**src/rtl/iterative_alu_wb.sv**
```systemverilog
// Execute/writeback stage: takes register-file operands, runs one ALU op
// (single-cycle, shift-add MUL, or bit-serial shift) and issues one write.
//
// state  | meaning
// -------+-----------------------------------------------------------
// S_IDLE | waiting for start; operands captured on the accept edge
// S_ITER | multi-cycle op in progress, one MUL step or shift per edge
// S_WB   | result presented on the write port for exactly one cycle
module iterative_alu_wb #(
  parameter int WIDTH = 8
) (
  input  logic             clk,
  input  logic             rst,
  input  logic             start,
  input  logic [2:0]       op,
  input  logic [4:0]       dst,
  input  logic [WIDTH-1:0] src_a,
  input  logic [WIDTH-1:0] src_b,
  output logic             busy,
  output logic             done,
  output logic             we3,
  output logic [4:0]       wa3,
  output logic [WIDTH-1:0] wd3
);

  localparam int SW = $clog2(WIDTH);
  localparam int CW = SW + 1;

  localparam logic [2:0] OP_ADD = 3'b000;
  localparam logic [2:0] OP_SUB = 3'b001;
  localparam logic [2:0] OP_AND = 3'b010;
  localparam logic [2:0] OP_OR  = 3'b011;
  localparam logic [2:0] OP_SLT = 3'b100;
  localparam logic [2:0] OP_MUL = 3'b101;
  localparam logic [2:0] OP_SLL = 3'b110;
  localparam logic [2:0] OP_SRL = 3'b111;

  typedef enum logic [1:0] {S_IDLE, S_ITER, S_WB} state_t;

  state_t           state, state_nxt;
  logic [2:0]       op_q;
  logic [4:0]       dst_q;
  logic [WIDTH-1:0] res_q;
  logic [WIDTH-1:0] mcand_q;
  logic [WIDTH-1:0] mplier_q;
  logic [CW-1:0]    cnt_q;

  logic             accept;
  logic [SW-1:0]    shamt;
  logic             slt_bit;
  logic [WIDTH-1:0] alu_res;

  assign accept  = (state == S_IDLE) && start;
  assign shamt   = src_b[SW-1:0];
  assign slt_bit = $signed(src_a) < $signed(src_b);

  // Value loaded into the result register at accept; shifts seed with src_a,
  // MUL seeds the accumulator with zero.
  always_comb begin
    alu_res = '0;
    case (op)
      OP_ADD:         alu_res = src_a + src_b;
      OP_SUB:         alu_res = src_a - src_b;
      OP_AND:         alu_res = src_a & src_b;
      OP_OR:          alu_res = src_a | src_b;
      OP_SLT:         alu_res = {{(WIDTH-1){1'b0}}, slt_bit};
      OP_SLL, OP_SRL: alu_res = src_a;
      default:        alu_res = '0;
    endcase
  end

  // State register.
  always_ff @(posedge clk or negedge rst) begin
    if (!rst) state <= S_IDLE;
    else      state <= state_nxt;
  end

  // Next-state decode; shifts by zero skip ITER entirely.
  always_comb begin
    state_nxt = state;
    case (state)
      S_IDLE: begin
        if (start) begin
          if (op == OP_MUL)                                  state_nxt = S_ITER;
          else if ((op == OP_SLL || op == OP_SRL) && shamt != '0) state_nxt = S_ITER;
          else                                               state_nxt = S_WB;
        end
      end
      S_ITER:  if (cnt_q == CW'(1)) state_nxt = S_WB;
      S_WB:    state_nxt = S_IDLE;
      default: state_nxt = S_IDLE;
    endcase
  end

  // Operand capture and iterative datapath (shift-add multiply, 1-bit shifts).
  always_ff @(posedge clk or negedge rst) begin
    if (!rst) begin
      op_q     <= '0;
      dst_q    <= '0;
      res_q    <= '0;
      mcand_q  <= '0;
      mplier_q <= '0;
      cnt_q    <= '0;
    end else if (accept) begin
      op_q     <= op;
      dst_q    <= dst;
      res_q    <= alu_res;
      mcand_q  <= src_a;
      mplier_q <= src_b;
      cnt_q    <= (op == OP_MUL) ? CW'(WIDTH) : {1'b0, shamt};
    end else if (state == S_ITER) begin
      cnt_q <= cnt_q - CW'(1);
      case (op_q)
        OP_MUL: begin
          if (mplier_q[0]) res_q <= res_q + mcand_q;
          mcand_q  <= mcand_q << 1;
          mplier_q <= mplier_q >> 1;
        end
        OP_SLL:  res_q <= res_q << 1;
        OP_SRL:  res_q <= res_q >> 1;
        default: ;
      endcase
    end
  end

  assign busy = (state != S_IDLE);
  assign done = (state == S_WB);
  assign we3  = done && (dst_q != 5'd0);
  assign wa3  = dst_q;
  assign wd3  = res_q;

endmodule
```
**config.mk**
```make
export PLATFORM = sky130hd
export DESIGN_NAME = iterative_alu_wb
export DESIGN_NICKNAME = d
export VERILOG_FILES = /design/src/rtl/iterative_alu_wb.sv
export SDC_FILE = /design/constraint.sdc
export NUM_CORES = 1
export LEC_CHECK = 0
export BUFFER_PORTS_ARGS = -buffer_cell sky130_fd_sc_hd__buf_2
export CAP_MARGIN = 20
export CELL_PAD_IN_SITES_DETAIL_PLACEMENT = 1
export CELL_PAD_IN_SITES_GLOBAL_PLACEMENT = 1
export CORE_MARGIN = 5
export CORE_UTILIZATION = 30
export DETAILED_ROUTE_END_ITERATION = 10
export GPL_TIMING_DRIVEN = 0
export HOLD_SLACK_MARGIN = 0.02
export PLACE_DENSITY = 0.68
export SYNTH_ARGS = -nofsm -noshare
export SYNTH_HDL_FRONTEND = slang
export SYNTH_SLANG_ARGS = --single-unit
export TNS_END_PERCENT = 20
```
**constraint.sdc**
```tcl
create_clock -name clk -period 2.05 [get_ports clk]
set_input_delay 0.205 -clock clk [delete_from_list [all_inputs] [get_ports clk]]
set_output_delay 0.205 -clock clk [all_outputs]
set_load 0.1 [all_outputs]
```
==> impl_metrics.toml <==
[clock_tree]
cts_tree = "built"
clock-root-buffer = "clkbuf_8"
cts.path.max_buffers = 2
postCtsHoldBufs = 0
cts.sinks = 38
numCtsBuffers = 5
path_clk_slew_ns = 0.08
clock_latency_ns = 0.29
htreeDepth = 2

[floorplan]
core_mm2 = 0.0108
fp.dieH_um = 115
rows = 38
ioPinCount = 43
initial_core_util_pct = 30.6
fp.dieW_um = 115
dieArea_mm2 = 0.0132

[synthesis]
yosysUniqueCellTypes = 50
netlist_instances = 423
yosys_warnings = 0
synth_largest_area_cell = "dfrtp_1"
netlist_area_mm2 = 0.00331
synthArstFlopShare_pct = 100
synthFlopType = "dfrtp_1"
ys_top_cells_by_area = "dfrtp_1 (29%), ha_1 (14%), nand2_1 (9.1%)"
syn_avg_cell_area_um2 = 7.83
ys_seq_elements = 38
synth_edf_count = 0
yosysSeqAreaShare_pct = 28.7
synth_top_area_share_pct = 28.7
syn_nets = 489

[timing]
min_period_ns = 2.11
finalHoldViolations = 0
grt_setup_unrepaired = "true"
fmax_ghz = 0.473
setup_violations = 2
finalCritPeriodShare_pct = 103
slew_violations = 0
relSlewSlack_pct = 40.7
finalWorstSetupSlack_ns = -0.0646
worst_pin_slew_ns = 0.889
clock_skew_ns = 0.00974

[power]
peakVddDrop_mv = 0.939
leakagePower_nw = 1.80
p_per_area_mw_per_mm2 = 1540
p_total_w = 0.00610

[worst_setup_path]
path_class = "reg2reg"
critPathLaunchType = "flop"
end_kind = "flop"
worstPathArrival_ns = 2.32
cp_max_fo = 3
worstPathRequired_ns = 2.25
cp-startpoint = "wd3[0]$_DFFE_PN0P_"
reg2reg_depth = 9
r2r_setup_slack_ns = -0.06
r2r_end = "wd3[6]$_DFFE_PN0P_"
r2r_start = "wd3[0]$_DFFE_PN0P_"

[global_routing]
grt_pass1_vias = 3360
grt_max_degree = 39
grt_use_total_pct = 16.1
antenna_found_initial = 0
grt_pass1_wl_um = 17100
overflow = 0

[detailed_routing]
num_vias = 3156
drt_iter0_drc = 83
wl_per_cell_um = 16.8
drt-pass1-iter-count = 4
antenna_left = 0
drt_wl_total_um = 10300
viasPerCell = 5.13
drc_errors = 0

[placement]
dp_hpwl_um = 8230
port_buffers = 41
place_congestion = 0.807
place_ws_ns = -0.323

[run_status]
failed_checks = "negative setup slack"
outcome = "finished with violations"

[final_layout]
utilization_pct = 36.5
diodes = 0
syn2layout_area_growth_pct = 19.5
drive_gt1_share_pct = 19.8
nets = 540

[min_path]
hp-class = "in2async"

[run]
maxCapViolCount = 0
==> metal layers <==
metal | track usage [%] | share of wire [%] | vias up | wire length [um]
met3 | 1.21 | 2.3 | 6 | 233
met4 | 3.68 | 1.1 | 0 | 118
met2 | 28.3 | 50 | 42 | 5160
met5 | 0 | 0 | - | 0
met1 | 21.6 | 47 | 1546 | 4810
li1 | - | - | 1562 | -
==> cells by family (layout without fill, tap and decap cells) <==
group                      after synthesis  after routing  share of synthesized area [%]
AOI/OAI and AO/OA                      115            115                           22.2
xor gates and xnor gates                14             14                           3.70
adders and majority gates               39             39                           15.4
buffers and inverters                   58            110                           7.29
DFF                                     38             38                           28.7
muxes                                   10             10                           3.40
and+or+nand+nor                        149            149                           19.3
==> how the worst max path moves through the flow <==
stage | endpoint | slack [ns] | depth (start not counted)
after global routing | wd3[6]$_DFFE_PN0P_ | -0.15 | 9
after floorplan | wd3[6]$_DFFE_PN0P_ | -0.15 | 9
after CTS | wd3[6]$_DFFE_PN0P_ | -0.09 | 9
final | wd3[6]$_DFFE_PN0P_ | -0.06 | 9
after global placement | wd3[4]$_DFFE_PN0P_ | -0.31 | 9
after detailed placement | wd3[4]$_DFFE_PN0P_ | -0.32 | 9
==> cell usage in the layout, fill, tap and decap left out, drive strengths merged, types with 2 or more instances in the layout <==
cell type  netlist  layout
a31oi           20      20
inv             36      36
ha              36      36
o31ai            3       3
o211ai           7       7
and2             3       3
nor2b            6       6
clkbuf          12      18
xor2             4       4
xnor2           10      10
or3              2       2
buf             10      54
mux2i            9       9
a211oi          10      10
nand3            6       6
a221oi           2       2
o21ai           24      24
a21oi           25      25
nor3             4       4
nand2           80      80
o22ai            5       5
a21o             3       3
o21bai           4       4
dfrtp           38      38
nor2            36      36
o21a             3       3
nor4             2       2
nand2b           3       3
o311a            2       2
fa               3       3
a32oi            2       2
==> through the flow <==
| stage | cells | area [um2] | setup TNS [ns] | hold slack (ns) |
|---|---|---|---|---|
| floorplan | 423 | 3380 | -0.348 | -0.0906 |
| global placement | 604 | 3760 | -1.10 | 0.374 |
| detailed placement | 604 | 3760 | -1.30 | 0.382 |
| CTS | 615 | 3940 | -0.226 | 0.0569 |
| global route | 615 | 3960 | -0.977 | 0.0957 |
| finish | 615 | 3960 | -0.0713 | 0.0291 |
==> cells in the mapped netlist (all sizes together), types with 2 or more instances <==
library cell,number
clkbuf,12
nor3,4
a32oi,2
a21oi,25
nand2b,3
dfrtp,38
o21bai,4
xor2,4
xnor2,10
o31ai,3
nand3,6
o21a,3
mux2i,9
nor2,36
a211oi,10
ha,36
o22ai,5
nand2,80
o21ai,24
a31oi,20
fa,3
o211ai,7
a221oi,2
inv,36
nor2b,6
a21o,3
o311a,2
or3,2
nor4,2
buf,10
and2,3
==> layout make-up <==
cell class,instances,area [um2]
Buffer,22,108
Clock buffer,6,82.6
Clock inverter,2,12.5
Fill cell,1372,6880
Inverter,36,135
Multi-Input combinational cell,327,2240
Sequential cell,38,972
Tap cell,140,175
Timing Repair Buffer,44,231
==> worst max-delay path, stage by stage, from the launching register on <==
cell	delay, ns
dfrtp_4	0.50
ha_4	0.18
inv_2	0.05
fa_2	0.18
and2b_2	0.22
o21a_4	0.21
o311a_4	0.32
a211oi_2	0.14
o211ai_1	0.13
o211ai_1	0.11
==> sequential cells by signal (all words and copies together) (netlist names) <==
name and cells:
mcand_q 8, mplier_q 8, wd3 8, wa3 5, cnt_q 4, op_q 3, state 2
==> report_power, final <==
part | leakage (nW) | internal [W] | switching [W]
clock | 0.0472 | 0.000271 | 0.000279
sequential | 0.438 | 0.00115 | 0.000400
combinational | 1.31 | 0.00133 | 0.00267
total | 1.80 | 0.00276 | 0.00334
==> what timing repair did <==
| item | CTS | global route |
|---|---|---|
| pin swaps | 9 | 5 |
| resized for setup | 10 | 7 |
| setup buffers | 3 | 0 |
| endpoints found under the setup margin | 4 | 23 |
(Power assumes the default switching activity.)
